==> src/rtl/pipelined_shift_unit.sv <==
// rtl/pipelined_shift_unit.sv - pipelined SLL/SRL/SRA/ROR barrel shifter with valid/ready handshakes
// Optional macro SHIFT_CARRY_EN adds out_carry, the last bit shifted out.
module pipelined_shift_unit #(
  parameter int WIDTH = 32,
  parameter int AMT_W = 32,
  parameter int TAG_W = 4
) (
  input  logic             clk,
  input  logic             rst_n,
  input  logic             in_valid,
  output logic             in_ready,
  input  logic [WIDTH-1:0] in_data,
  input  logic [AMT_W-1:0] in_amt,
  input  logic [1:0]       in_mode,
  input  logic [TAG_W-1:0] in_tag,
  output logic             out_valid,
  input  logic             out_ready,
  output logic [WIDTH-1:0] out_data,
`ifdef SHIFT_CARRY_EN
  output logic             out_carry,
`endif
  output logic [TAG_W-1:0] out_tag
);

  localparam int STAGES = $clog2(WIDTH);
  localparam logic [1:0] MODE_SLL = 2'b00;
  localparam logic [1:0] MODE_SRL = 2'b01;
  localparam logic [1:0] MODE_SRA = 2'b10;
  localparam logic [1:0] MODE_ROR = 2'b11;

  logic              advance;
  logic              v_q [STAGES];
  logic [WIDTH-1:0]  d_q [STAGES];
  logic [1:0]        m_q [STAGES];
  logic              s_q [STAGES];
  logic [STAGES-1:0] a_q [STAGES];
  logic [TAG_W-1:0]  t_q [STAGES];

  logic              sv [STAGES];
  logic [WIDTH-1:0]  sd [STAGES];
  logic [1:0]        sm [STAGES];
  logic              ss [STAGES];
  logic [STAGES-1:0] sa [STAGES];
  logic [TAG_W-1:0]  st [STAGES];
  logic [WIDTH-1:0]  nd [STAGES];

  logic [AMT_W-1:0]  amt_hi;
  logic [STAGES-1:0] amt_lo;
  logic              amt_sat;
  logic              amt_is_w;
  logic              in_sign;
  logic              sat_shift;

  assign amt_hi    = in_amt >> STAGES;
  assign amt_lo    = in_amt[STAGES-1:0];
  assign amt_sat   = |amt_hi;
  assign amt_is_w  = (amt_hi == AMT_W'(1)) && (amt_lo == '0);
  assign in_sign   = in_data[WIDTH-1];
  assign sat_shift = amt_sat && (in_mode != MODE_ROR);

  function automatic logic amt_bit(input logic [STAGES-1:0] a, input int b);
    logic [STAGES-1:0] t;
    t = a >> b;
    return t[0];
  endfunction

  function automatic logic [WIDTH-1:0] shift_by(input logic [WIDTH-1:0] d, input logic [1:0] m,
                                                input logic s, input int k);
    logic [WIDTH-1:0] fill;
    fill = s ? ~({WIDTH{1'b1}} >> k) : '0;
    case (m)
      MODE_SLL: return d << k;
      MODE_SRL: return d >> k;
      MODE_SRA: return (d >> k) | fill;
      default:  return (d >> k) | (d << (WIDTH - k));
    endcase
  endfunction

`ifdef SHIFT_CARRY_EN
  logic c_q [STAGES];
  logic sc  [STAGES];
  logic nc  [STAGES];
  logic init_carry;

  // Saturated beats never shift again, so their carry is fixed at accept.
  always_comb begin
    init_carry = 1'b0;
    if (sat_shift) begin
      if (in_mode == MODE_SRA)      init_carry = in_sign;
      else if (amt_is_w)            init_carry = (in_mode == MODE_SLL) ? in_data[0] : in_sign;
    end
  end

  // Last bit out of a right shift/rotate by k is d[k-1]; for a rotate that is also the new MSB.
  function automatic logic carry_of(input logic [WIDTH-1:0] d, input logic [1:0] m, input int k);
    logic [WIDTH-1:0] t;
    t = (m == MODE_SLL) ? (d >> (WIDTH - k)) : (d >> (k - 1));
    return t[0];
  endfunction

  always_comb begin
    sc[0] = init_carry;
    for (int i = 1; i < STAGES; i++) sc[i] = c_q[i-1];
    for (int i = 0; i < STAGES; i++)
      nc[i] = amt_bit(sa[i], STAGES-1-i) ? carry_of(sd[i], sm[i], 1 << (STAGES-1-i)) : sc[i];
  end

  assign out_carry = c_q[STAGES-1];
`endif

  // Stage 0 resolves saturation up front so later stages only ever see in-range amounts.
  always_comb begin
    sv[0] = in_valid;
    sm[0] = in_mode;
    ss[0] = in_sign;
    st[0] = in_tag;
    sa[0] = sat_shift ? '0 : amt_lo;
    sd[0] = in_data;
    if (sat_shift) sd[0] = (in_mode == MODE_SRA) ? {WIDTH{in_sign}} : '0;
    for (int i = 1; i < STAGES; i++) begin
      sv[i] = v_q[i-1];
      sd[i] = d_q[i-1];
      sm[i] = m_q[i-1];
      ss[i] = s_q[i-1];
      sa[i] = a_q[i-1];
      st[i] = t_q[i-1];
    end
    for (int i = 0; i < STAGES; i++)
      nd[i] = amt_bit(sa[i], STAGES-1-i) ? shift_by(sd[i], sm[i], ss[i], 1 << (STAGES-1-i)) : sd[i];
  end

  always_ff @(posedge clk or negedge rst_n) begin
    if (!rst_n) begin
      for (int i = 0; i < STAGES; i++) begin
        v_q[i] <= 1'b0;
        d_q[i] <= '0;
        m_q[i] <= '0;
        s_q[i] <= 1'b0;
        a_q[i] <= '0;
        t_q[i] <= '0;
`ifdef SHIFT_CARRY_EN
        c_q[i] <= 1'b0;
`endif
      end
    end else if (advance) begin
      for (int i = 0; i < STAGES; i++) begin
        v_q[i] <= sv[i];
        // Payload moves only with a real beat, so bubbles leave the last result in place.
        if (sv[i]) begin
          d_q[i] <= nd[i];
          m_q[i] <= sm[i];
          s_q[i] <= ss[i];
          a_q[i] <= sa[i];
          t_q[i] <= st[i];
`ifdef SHIFT_CARRY_EN
          c_q[i] <= nc[i];
`endif
        end
      end
    end
  end

  assign advance   = !v_q[STAGES-1] || out_ready;
  assign in_ready  = advance;
  assign out_valid = v_q[STAGES-1];
  assign out_data  = d_q[STAGES-1];
  assign out_tag   = t_q[STAGES-1];

endmodule
==> config.mk <==
export PLATFORM = sky130hd
export DESIGN_NAME = pipelined_shift_unit
export DESIGN_NICKNAME = d
export VERILOG_FILES = /design/src/rtl/pipelined_shift_unit.sv
export SDC_FILE = /design/constraint.sdc
export NUM_CORES = 1
export LEC_CHECK = 0
export BUFFER_PORTS_ARGS = -buffer_cell sky130_fd_sc_hd__buf_2
export CAP_MARGIN = 0
export CORE_ASPECT_RATIO = 1.2
export CORE_UTILIZATION = 50
export DETAILED_ROUTE_END_ITERATION = 10
export HOLD_SLACK_MARGIN = 0.06
export PLACE_DENSITY = 0.72
export REMOVE_ABC_BUFFERS = 1
export SLEW_MARGIN = 20
export SYNTH_ARGS = -nofsm -noshare
export SYNTH_HDL_FRONTEND = slang
export SYNTH_SLANG_ARGS = --single-unit
==> constraint.sdc <==
create_clock -name clk -period 1.9 [get_ports clk]
set_input_delay 0.19 -clock clk [delete_from_list [all_inputs] [get_ports clk]]
set_output_delay 0.19 -clock clk [all_outputs]
set_load 0.005 [all_outputs]
# Word level (Yosys, flattened, before mapping)
# Index checks and enable logic that the tools add are counted.
[word_totals]
word_cells = 80
register_bits = 207
[op_classes]
muxes = 18
bitwise = 10
n_eq_ne = 11
n_reduce_logical = 14
[op_table]
columns = ["operator", "count"]
rows = [
  ["one-hot mux 32 bit (3 select lines)", 5],
  ["two-way mux 32 bit", 12],
  ["OR 16 x 32 -> 32 bit", 2],
  ["OR 24 x 32 -> 32 bit", 2],
  ["OR 28 x 32 -> 32 bit", 2],
  ["OR 30 x 32 -> 32 bit", 2],
  ["OR 31 x 32 -> 32 bit", 2],
  ["OR reduction 27 bit", 1],
  ["equality test 2 x 1 -> 1 bit (second input constant)", 5],
  ["equality test 2 bit (second input constant)", 5],
  ["zero test 2 bit", 5],
  ["AND reduction 2 bit", 5],
  ["two-way mux 5 bit", 1],
  ["!= test 2 bit (second input constant)", 1],
  ["logical AND 1 bit", 1],
  ["zero test 1 bit", 1],
  ["logical OR 1 bit", 1],
]

# Depth between registers and ports, before layout
# Gate-level depths: netlist of run 1.
[depth]
ltp_word = 6
depth_mapped = 8
ltp_nobuf = 6

# Worst setup path after synthesis of run 1
# No wires, ideal clock.
[synth_path]
kind = "register to register"
startpoint = "register v_q (netlist bit out_valid)"
endpoint = "register a_q[10] in the netlist's numbering"
stages_incl_launch_ff = 7
arrival_time_ps = 1812
path_slack_ps = -37
setup_time_ps = 125
path_cell_list = "dfrtp_1 -> nor2b_1 -> inv_2 -> nand2_1 -> clkbuf_1 -> buf_1 -> mux2_2"
[synth_via]
elab_chain_len = 3
[synth_rtl]
columns = ["element", "line_no", "text"]
rows = [
  ["start: declaration", "32", "logic v_q [STAGES];"],
  ["start signal: indexed assignment", "147", "v_q[i] <= sv[i];"],
  ["zero test 1 bit", "163", "assign advance = !v_q[STAGES-1] || out_ready;"],
  ["logical OR 1 bit", "163", ""],
  ["named net in_ready", "11", "output logic in_ready,"],
  ["AND reduction 2 bit (no source line)", "-", ""],
  ["end signal: indexed assignment", "153", "a_q[i] <= sa[i];"],
  ["end: declaration", "36", "logic [STAGES-1:0] a_q [STAGES];"],
]
# The timed path passes the listed nets, and every way through them passes these cells.
# A chain may end at the register's enable or synchronous reset.

# Worst setup path after layout of run 1
[layout_path]
startpoint = "register v_q (netlist bit out_valid)"
endpoint = "register d_q[137] in the netlist's numbering"
[layout_via]
elab_chain_len = 3
[layout_rtl]
columns = ["element", "line_no", "text"]
rows = [
  ["zero test 1 bit", "163", ""],
  ["logical OR 1 bit", "163", ""],
  ["AND reduction 2 bit (no source line)", "-", ""],
  ["end signal: indexed assignment", "150", "d_q[i] <= nd[i];"],
  ["end: declaration", "33", "logic [WIDTH-1:0] d_q [STAGES];"],
]
# Every way passes these cells.

==> impl_metrics.py, run 1 <==
metrics = {
    "logic_synthesis": {
        "synth_seq_cells": 207,
        "synthesis.area_um2": 10800,
        "async_flop_share_pct": 100,
        "ys_types": 45,
        "synth_edf_count": 0,
        "yosysSeqAreaShare_pct": 47.8,
        "yosysWarnings": 0,
        "avgSynthCellArea_um2": 8.10,
        "netlist_instances": 1338,
        "synthFlopType": "dfrtp_1",
    },
    "setup_path": {
        "startpoint_type": "flop",
        "r2r-end": "d_q[137]$_DFFE_PN0P_",
        "crit_end": "d_q[137]$_DFFE_PN0P_",
        "setup.worst_path.start": "out_valid$_DFFE_PN0N_",
        "worstSetupEndpointType": "flop",
        "r2r_start": "out_valid$_DFFE_PN0N_",
        "cp_cell_sequence": "nor2b_1 -> inv_2 -> nand2_1 -> o41a_1 -> buf_12 -> a21oi_1 -> o22ai_1",
        "timing_worst_setup_path_type": "reg -> reg",
        "crit_arrival_ns": 2.13,
        "reg2regPathDepth": 7,
        "worstPathMaxFanout": 18,
        "required_ns": 2.29,
        "cpPeakStageDelay_ns": 0.48,
        "r2r_setup_slack_ns": 0.15,
        "crit_slowest_cell": "o41a_1",
    },
    "global_route": {
        "grt_use_total_pct": 22.6,
        "grt_pass1_wl_mm": 41.8,
        "overflow": 0,
        "grt_pass1_vias": 8863,
        "antenna_found_initial": 0,
        "grt_max_degree": 66,
    },
    "cts": {
        "htreeDepth": 1,
        "clkTransAtPathRegs_ns": 0.06,
        "cts_sinks": 207,
        "cts-hold-fix-buffers": 43,
        "cts_buffers": 22,
        "cts_tree": "done",
        "cts_resized": 0,
        "clock_latency_ns": 0.51,
        "clock_path_buffers": 3,
        "root_buffer": "clkbuf_16",
        "cts_setup_buffers": 0,
    },
    "placement": {
        "gp_congestion": 0.876,
        "hpwl_mm": 17.2,
        "portBuffers": 111,
        "dpl_cell_area_um2": 11600,
    },
    "timing": {
        "period_minus_slack_ns": 1.75,
        "rsz0062_at_grt": "no",
        "fmax_mhz": 572,
        "min_period_over_period_pct": 92.0,
        "hold_viol": 0,
        "tightest_slew_ns": 0.530,
        "worst_hold_slack_ns": 0.147,
        "fin_skew_ns": 0.0196,
        "slew_violations": 0,
        "max_slew_margin_pct": 64.7,
        "setup_viol": 0,
    },
    "final_layout": {
        "fin_area_um2": 12900,
        "syn_to_final_growth_pct": 18.7,
        "nets": 1501,
        "drive_above_1_share_pct": 17.3,
        "nFillCells": 1849,
        "num_antenna_cells": 0,
    },
    "drt": {
        "drt_pass1_iterations": 7,
        "initialDrtViolationCount": 689,
        "drcViolationCount": 0,
        "via_count": 9447,
        "wl_per_cell_um": 14.2,
        "ant_nets": 0,
        "vias_per_cell": 5.52,
        "drt-total-wl_mm": 24.4,
    },
    "job": {
        "drv_cap": 0,
    },
    "floorplanning": {
        "die_y_um": 163,
        "placementRows": 58,
        "pin_count": 112,
        "die_x_um": 136,
        "core-area_um2": 21100,
        "initial_core_util_pct": 51.3,
        "die_area_um2": 22300,
    },
    "power_and_ir_drop": {
        "max-vdd-ir-drop_mv": 0.937,
        "p_leak_uw": 0.00569,
        "power_density_nw_per_um2": 1530,
    },
    "status": {
        "status": "completed",
    },
    "worst_hold_path": {
        "hold_class": "in -> reg",
    },
}
-- per-layer routing --
layer | up-vias | GRT usage (%) | wire (um)
li1 | 4796 | - | -
met1 | 4376 | 28.4 | 10600
met2 | 223 | 40.3 | 12300
met3 | 52 | 2.30 | 849
met4 | 0 | 7.37 | 628
met5 | - | 0 | 0
-- cell families after synthesis --
family,Yosys count,synth area share [%]
multiplexers,34,3.53
flip-flops,207,47.8
buffers and inverters,144,6.28
AO/OA/AOI/OAI,408,21.4
AND/OR/NAND/NOR,545,21.0
-- cell usage after synthesis, types with 3 or more instances --
master,number,area (um^2)
o22ai_1,31,194
o21ai_0,265,1330
nor2_1,39,146
buf_2,3,15.0
nor2b_1,16,100
a22oi_1,16,120
dfrtp_1,207,5180
a21oi_1,16,80.1
a211oi_1,28,210
mux2_2,34,383
nand2_1,368,1380
a31oi_1,17,106
o21ai_1,10,50.1
a21o_1,14,105
clkbuf_1,93,349
nor4_1,4,25.0
nand2b_1,4,25.0
nand3_1,98,490
buf_4,32,240
buf_1,10,37.5
or2_2,3,18.8
-- final cells by class --
cell class	count	area [um^2]	area share (%)
Sequential cell	207	5180	40.3
Multi-Input combinational cell	987	5000	38.9
Timing Repair Buffer	206	1550	12.0
Inverter	3	11.3	0.0875
Clock inverter	6	109	0.846
Tap cell	270	338	2.63
Clock buffer	32	679	5.28
-- where the power goes --
group,total (uW),internal [uW],switching (uW)
sequential,7760,6190,1570
combinational,7340,3070,4270
clock,4560,2870,1690
-- sequential cells by signal, indices dropped and copies added, names as in the netlist --
name       count
a_q           10
d_q          128
m_q            8
out_data      32
out_tag        4
out_valid      1
s_q            4
st            16
sv             4
-- worst min-delay path by stage --
stage | start | cells after the start | end | slack, ns
6_report | out_ready | 5 | sv[1]$_DFFE_PN0N_ | 0.15
3_3_place_gp | rst_n | 1 | st[12]$_DFFE_PN0P_ | 0.17
3_5_place_dp | rst_n | 1 | st[12]$_DFFE_PN0P_ | 0.17
2_1_floorplan | rst_n | 0 | a_q[10]$_DFFE_PN0P_ | -0.11
4_1_cts | out_ready | 5 | sv[1]$_DFFE_PN0N_ | 0.14
5_1_grt | out_ready | 5 | sv[2]$_DFFE_PN0N_ | 0.16
-- layout by cell type (no fill, tap or decap), types with 2 or more instances in the layout --
| cell type | count |
|---|---|
| mux2_2 | 34 |
| clkinv_2 | 2 |
| and2_1 | 2 |
| buf_4 | 39 |
| a21o_1 | 14 |
| nor3_1 | 2 |
| nand2_1 | 364 |
| clkbuf_1 | 2 |
| clkbuf_8 | 8 |
| nand2_2 | 4 |
| a22oi_1 | 16 |
| dfrtp_1 | 207 |
| nor2b_1 | 16 |
| o21ai_0 | 265 |
| a21oi_1 | 16 |
| or2_2 | 3 |
| a31oi_1 | 16 |
| nand4_1 | 2 |
| nor2_1 | 38 |
| nand2b_1 | 4 |
| bufinv_16 | 3 |
| a211oi_1 | 28 |
| o22ai_1 | 31 |
| o21ai_1 | 10 |
| nand3_1 | 98 |
| dlygate4sd3_1 | 43 |
| buf_12 | 13 |
| buf_2 | 110 |
| a31o_2 | 2 |
| nor4_1 | 4 |
| inv_1 | 2 |
| clkbuf_16 | 23 |
-- critical path: cells and delay by family, from the launching register on --
family | cells | cell delay, ns
and+or+nand+nor | 2 | 0.29
buffers and inverters | 2 | 0.24
DFF | 1 | 0.37
AOI/OAI and AO/OA | 3 | 0.73
-- stage by stage --
stage,std cells,utilization (%),worst slack [ns],setup TNS (ns),power [uW]
3_3_place_gp,1630,55.1,-0.141,-1.82,14900
4_1_cts,1711,60.9,0.152,0,19800
6_report,1711,60.9,0.151,0,19700
2_1_floorplan,1197,-,-0.543,-69.09,12300
5_1_grt,1711,60.9,0.0615,0,21300
3_5_place_dp,1630,55.1,-0.151,-2.75,15100
(Power assumes the default switching activity.)
==> inputs of run 2 (changes only) <==
--- a/config.mk
+++ b/config.mk
@@ -13,6 +13,7 @@
 export HOLD_SLACK_MARGIN = 0.06
 export PLACE_DENSITY = 0.72
 export REMOVE_ABC_BUFFERS = 1
+export SETUP_SLACK_MARGIN = 0.5
 export SLEW_MARGIN = 20
 export SYNTH_ARGS = -nofsm -noshare
 export SYNTH_HDL_FRONTEND = slang
==> run 2 against run 1 <==
Effect of this change:
- total power up 3.6%
- core utilization up 1.7 points
- clock power about the same
- worst setup slack better by 0.096 ns
- hold slack worse by 0.020 ns
- critical path type unchanged
==> impl_metrics.py, run 2 (synthesis results as in run 1) <==
metrics = {
    "placement": {
        "gp_congestion": 0.876,
        "portBuffers": 111,
        "hpwl_mm": 17.2,
    },
    "timing": {
        "max_slew_margin_pct": 65.2,
        "rsz0062_at_grt": "yes",
        "tightest_slew_ns": 0.522,
        "period_minus_slack_ns": 1.65,
        "fin_setup_tns_ns": 0,
        "worst_hold_slack_ns": 0.127,
        "min_period_over_period_pct": 87.0,
        "fmax_mhz": 605,
        "setup_viol": 0,
        "slew_violations": 0,
        "fin_skew_ns": 0.0198,
        "hold_viol": 0,
    },
    "drt": {
        "via_count": 9723,
        "drt-total-wl_mm": 26.2,
        "initialDrtViolationCount": 712,
        "vias_per_cell": 5.66,
        "wl_per_cell_um": 15.2,
        "drcViolationCount": 0,
        "ant_nets": 0,
        "drt_pass1_iterations": 6,
    },
    "global_route": {
        "grt_max_degree": 66,
        "grt_most_used_layer": "met2",
        "gr-usage-met3_pct": 2.42,
        "use_met1_pct": 28.8,
        "overflow": 0,
        "antenna_found_initial": 0,
        "gr-usage-met2_pct": 42.6,
        "grt_pass1_wl_mm": 43.2,
        "grt_pass1_vias": 9117,
        "grt_use_total_pct": 23.5,
    },
    "floorplanning": {
        "placementRows": 58,
        "die_y_um": 163,
        "core-area_um2": 21100,
        "die_x_um": 136,
        "pin_count": 112,
        "die_area_um2": 22300,
        "initial_core_util_pct": 51.3,
    },
    "cts": {
        "clock_path_buffers": 3,
        "cts_buffers": 22,
        "cts_tree": "done",
        "htreeDepth": 1,
        "clkTransAtPathRegs_ns": 0.06,
        "root_buffer": "clkbuf_16",
        "cts_sinks": 207,
        "clock_latency_ns": 0.51,
    },
    "setup_path": {
        "r2r_start": "out_valid$_DFFE_PN0N_",
        "required_ns": 2.27,
        "crit_arrival_ns": 2.02,
        "timing_worst_setup_path_type": "reg -> reg",
        "r2r_setup_slack_ns": 0.25,
        "reg2regPathDepth": 7,
        "cp_cell_sequence": "nor2b_4 -> inv_2 -> buf_4 -> and2_2 -> clkbuf_16 -> o22ai_1 -> o22ai_1",
        "worstPathMaxFanout": 21,
        "cpPeakStageDelay_ns": 0.35,
        "crit_top_cell": "o22ai_1",
        "startpoint_type": "flop",
        "crit_slowest_cell": "dfrtp_1",
        "worstSetupEndpointType": "flop",
        "r2r-end": "d_q[131]$_DFFE_PN0P_",
    },
    "final_layout": {
        "regMostFlops": "d_q",
        "final_common_cell": "nand2_1",
        "drive_above_1_share_pct": 19.9,
        "nets": 1509,
        "largest_register_ffs": 128,
        "layout_common_cells": "nand2_1 (363), o21ai_0 (250), dfrtp_1 (206), buf_2 (110), nand3_1 (98)",
        "syn_to_final_growth_pct": 21.9,
        "num_antenna_cells": 0,
    },
    "worst_hold_path": {
        "holdCritStartpoint": "out_ready",
        "holdPathEnd": "sv[0]$_DFFE_PN0N_",
        "hold-path-cell-count": 5,
        "hold_class": "in -> reg",
    },
    "power_and_ir_drop": {
        "power_density_nw_per_um2": 1540,
        "max-vdd-ir-drop_mv": 0.888,
        "p_leak_uw": 0.00584,
    },
    "status": {
        "status": "completed",
    },
    "job": {
        "drv_cap": 0,
    },
}
==> run 2: cell count changes in the layout (fill, tap and decap cells not counted), moves of 4 or more <==
cell / previous run / this run
o22ai_2: 0 / 5
o21ai_1: 10 / 25
o22ai_1: 31 / 26
a211oi_1: 28 / 21
a21oi_1: 16 / 8
a21oi_2: 0 / 8
a211oi_2: 0 / 6
buf_6: 0 / 4
o21ai_0: 265 / 250
==> run 2: stage by stage <==
stage | setup WS, ns | instances | cell area, um^2 | utilization, % | total power, uW
after floorplan | -0.543 | 1197 | 10200 | - | 12300
after global placement | -0.141 | 1630 | 11600 | 55.1 | 14900
after detailed placement | -0.151 | 1630 | 11600 | 55.1 | 15100
after CTS | 0.295 | 1716 | 13100 | 61.9 | 20300
after global routing | 0.180 | 1719 | 13200 | 62.6 | 22000
final | 0.247 | 1719 | 13200 | 62.6 | 20400
==> run 2: critical path, delay by kind of cell, from the launching register on <==
family | cells | cell delay [ns]
flip-flops | 1 | 0.35
buffers and inverters | 3 | 0.44
AND/OR/NAND/NOR | 2 | 0.44
AO/OA/AOI/OAI | 2 | 0.29
==> run 2: layer usage <==
| metal | share of wire (%) | routed length, um |
|---|---|---|
| met5 | 0 | 0 |
| met4 | 3.1 | 807 |
| met3 | 4.1 | 1070 |
| met2 | 51 | 13500 |
| met1 | 42 | 10900 |
==> run 2: final cells by class <==
cell class / instances / area, um^2
multi-input cells: 987 / 5160
clock buffers: 32 / 679
inverters: 3 / 11.3
flip-flops and latches: 207 / 5180
clock inverters: 6 / 109
fillers: 1790 / 7900
well taps: 270 / 338
repair buffers: 214 / 1740
==> run 2: repair_timing <==
action / in CTS / in global routing
hold buffers: 43 / 0
pin swaps: 2 / 8
endpoints found under the hold margin: 241 / 0
resized for setup: 18 / 42
cloned: 4 / 2
setup buffers: 1 / 1
endpoints found under the setup margin: 205 / 204
==> run 2: where the power goes <==
part | internal (uW) | total (uW) | switching (uW)
Combinational | 3470 | 8000 | 4540
Clock | 2870 | 4570 | 1700
Sequential | 6190 | 7810 | 1620
Total | 12500 | 20400 | 7850
==> run 2: how the worst max path moves through the flow <==
stage	startpoint	to	slack, ns	cells past startpoint
2_1_floorplan	out_valid$_DFFE_PN0N_	a_q[15]$_DFFE_PN0P_	-0.54	4
3_3_place_gp	in_amt[17]	d_q[158]$_DFFE_PN0P_	-0.14	6
3_5_place_dp	in_amt[17]	d_q[158]$_DFFE_PN0P_	-0.15	6
4_1_cts	out_valid$_DFFE_PN0N_	in_ready	0.30	4
5_1_grt	out_valid$_DFFE_PN0N_	d_q[131]$_DFFE_PN0P_	0.18	7
6_report	out_valid$_DFFE_PN0N_	d_q[131]$_DFFE_PN0P_	0.25	7
==> inputs of run 3 (changes only) <==
--- a/config.mk
+++ b/config.mk
@@ -11,7 +11,7 @@
 export CORE_UTILIZATION = 50
 export DETAILED_ROUTE_END_ITERATION = 10
 export HOLD_SLACK_MARGIN = 0.06
-export PLACE_DENSITY = 0.72
+export PLACE_DENSITY_LB_ADDON = 0.15
 export REMOVE_ABC_BUFFERS = 1
 export SETUP_SLACK_MARGIN = 0.5
 export SLEW_MARGIN = 20
==> run 3 against run 2 <==
Effect of this change:
- sequential cell count unchanged
- cell area rose by 17%
- via count rose by 6.1%
- largest power group unchanged
- total power increased by 26%
- clock skew decreased by 0.0068 ns
- clock power shrank 7.0%
- die area stayed put
- highest routed layer unchanged
- core utilization grew 11 points
- sequential share of layout area decreased by 5.7 points
- register-to-register slack improved by 0.03 ns
- global-route usage is 3.0 points higher
- non-clock buffer count is 63 higher
==> impl_metrics.py, run 3 (synthesis results as in run 1) <==
metrics = {
    "worst_hold_path": {
        "hold_class": "in -> reg",
        "hold-path-cell-count": 5,
    },
    "cts": {
        "root_buffer": "clkbuf_16",
        "cts_tree": "done",
        "cts_sinks": 207,
        "cts_buffers": 23,
        "htreeDepth": 1,
        "clock_path_buffers": 3,
        "clkTransAtPathRegs_ns": 0.06,
        "clock_latency_ns": 0.51,
    },
    "final_layout": {
        "largest_register_ffs": 128,
        "final_common_cell": "nand2_1",
        "regMostFlops": "d_q",
        "final-seq-area_um2": 5180,
        "nets": 1577,
        "multi_input_area_um2": 6180,
        "fin_area_um2": 15500,
        "syn_to_final_growth_pct": 42.8,
        "layout.cells.non_filler": 1787,
        "drive_above_1_share_pct": 34.9,
        "nFillCells": 1524,
        "num_antenna_cells": 0,
        "layout_common_cells": "nand2_1 (271), dfrtp_1 (204), o21ai_0 (140), buf_2 (110), nand3_1 (98)",
        "utilization_pct": 73.3,
    },
    "placement": {
        "portBuffers": 111,
        "dpl_cell_area_um2": 11700,
        "hpwl_mm": 17.5,
        "gp_congestion": 0.839,
        "place_inst": 1632,
    },
    "setup_path": {
        "startpoint_type": "flop",
        "cp_cell_sequence": "nor2b_4 -> inv_4 -> nand2_4 -> o41a_1 -> buf_12 -> o221a_2",
        "crit_slowest_cell": "o41a_1",
        "required_ns": 2.29,
        "worstSetupEndpointType": "flop",
        "cpPeakStageDelay_ns": 0.41,
        "crit_arrival_ns": 2.02,
        "worstPathMaxFanout": 18,
        "crit_cells": 6,
        "crit_buf_inv": 2,
        "timing_worst_setup_path_type": "reg -> reg",
        "reg2regPathDepth": 6,
        "path_delay_family": "compound AO/OA/AOI/OAI gates",
    },
    "power_and_ir_drop": {
        "max-vdd-ir-drop_mv": 0.895,
        "seq_power_share_pct": 32.2,
        "clkPwrFrac_pct": 16.6,
        "power_density_nw_per_um2": 1650,
        "p_switching_uw": 10400,
        "switching_share_pct": 40.6,
        "p_int_uw": 15200,
        "p_leak_uw": 0.00691,
        "power_frac_comb_pct": 51.2,
    },
    "drt": {
        "vias_per_cell": 5.77,
        "drcViolationCount": 0,
        "ant_nets": 0,
        "initialDrtViolationCount": 703,
        "wl_per_cell_um": 17.5,
        "drt-total-wl_mm": 31.3,
        "drt_pass1_iterations": 5,
        "via_count": 10300,
    },
    "global_route": {
        "grt_max_degree": 66,
        "grt_pass1_wl_mm": 47.6,
        "grt_pass1_vias": 9535,
        "overflow": 0,
        "antenna_found_initial": 0,
        "grt_use_total_pct": 26.6,
    },
    "timing": {
        "slew_violations": 0,
        "fin_skew_ns": 0.0130,
        "hold_viol": 0,
        "fin_setup_tns_ns": 0,
        "worst_hold_slack_ns": 0.116,
        "rsz0062_at_grt": "yes",
        "fmax_mhz": 617,
        "min_period_over_period_pct": 85.4,
        "setup_viol": 0,
        "period_minus_slack_ns": 1.62,
        "max_slew_margin_pct": 57.4,
        "tightest_slew_ns": 0.640,
    },
    "floorplanning": {
        "initial_core_util_pct": 51.3,
        "pin_count": 112,
        "die_y_um": 163,
        "die_area_um2": 22300,
        "core-area_um2": 21100,
        "die_x_um": 136,
        "placementRows": 58,
    },
    "status": {
        "status": "completed",
    },
    "job": {
        "drv_cap": 0,
    },
}
[run 3: cell types whose count changed in the layout (fill, tap and decap cells not counted), moves of 44 or more]
cell,previous run,this run
nand2_1,363,271
nand2_2,4,48
nand2_4,1,45
o21ai_0,250,140
o21ai_2,0,89
[run 3: what timing repair did]
action | in CTS | in global routing
hold buffers | 43 | 0
setup endpoints to repair | 205 | 195
gates resized for setup | 266 | 244
hold endpoints to repair | 248 | 0
pin swaps | 51 | 44
cloned | 29 | 12
setup buffers | 16 | 16
[run 3: metrics by stage]
step           setup WS, ns  total power [uW]
2_1_floorplan        -0.543             12300
3_3_place_gp         -0.136             15000
3_5_place_dp         -0.153             15300
4_1_cts               0.283             23000
5_1_grt               0.220             27200
6_report              0.278             25600
[run 3: worst paths after layout]
path	start	to	slack, ns
min	out_ready	sv[0]$_DFFE_PN0N_	0.12
min in group asynchronous	rst_n	out_data[8]$_DFFE_PN0P_	0.16
max reg2reg	out_valid$_DFFE_PN0N_	d_q[158]$_DFFE_PN0P_	0.28
max in group asynchronous	rst_n	out_data[31]$_DFFE_PN0P_	1.07
max	out_valid$_DFFE_PN0N_	d_q[158]$_DFFE_PN0P_	0.28
min reg2reg	out_data[27]$_DFFE_PN0P_	out_data[27]$_DFFE_PN0P_	0.47
[run 3: tightest hold or removal path, cell delays in order]
cell	delay, ns
buf_2	0.10
nor2b_4	0.05
buf_4	0.14
nand2_1	0.06
nand2_1	0.04
[run 3: per-layer routing]
metal / share of wire [%] / GRT usage, % / up-vias
li1: - / - / 4967
met1: 37 / 31.0 / 4962
met2: 54 / 48.8 / 300
met3: 3.8 / 2.92 / 84
met4: 4.8 / 11.1 / 0
met5: 0 / 0 / -
[run 3: power groups by stage]
stage                     Sequential [uW]  Clock (uW)  Combinational, uW
after global placement               7780           0               7230
final                                8250        4250              13100
after detailed placement             7860           0               7410
after global routing                 8490        4510              14200
after CTS                            7950        4300              10700
after floorplan                      7690           0               4630
[run 3: area by class of cell]
type | instances | area share [%]
clock buffers | 34 | 4.24
clock inverters | 5 | 0.339
inverters | 3 | 0.0889
multi-input cells | 991 | 39.9
flip-flops and latches | 207 | 33.5
well taps | 270 | 2.18
repair buffers | 277 | 19.8
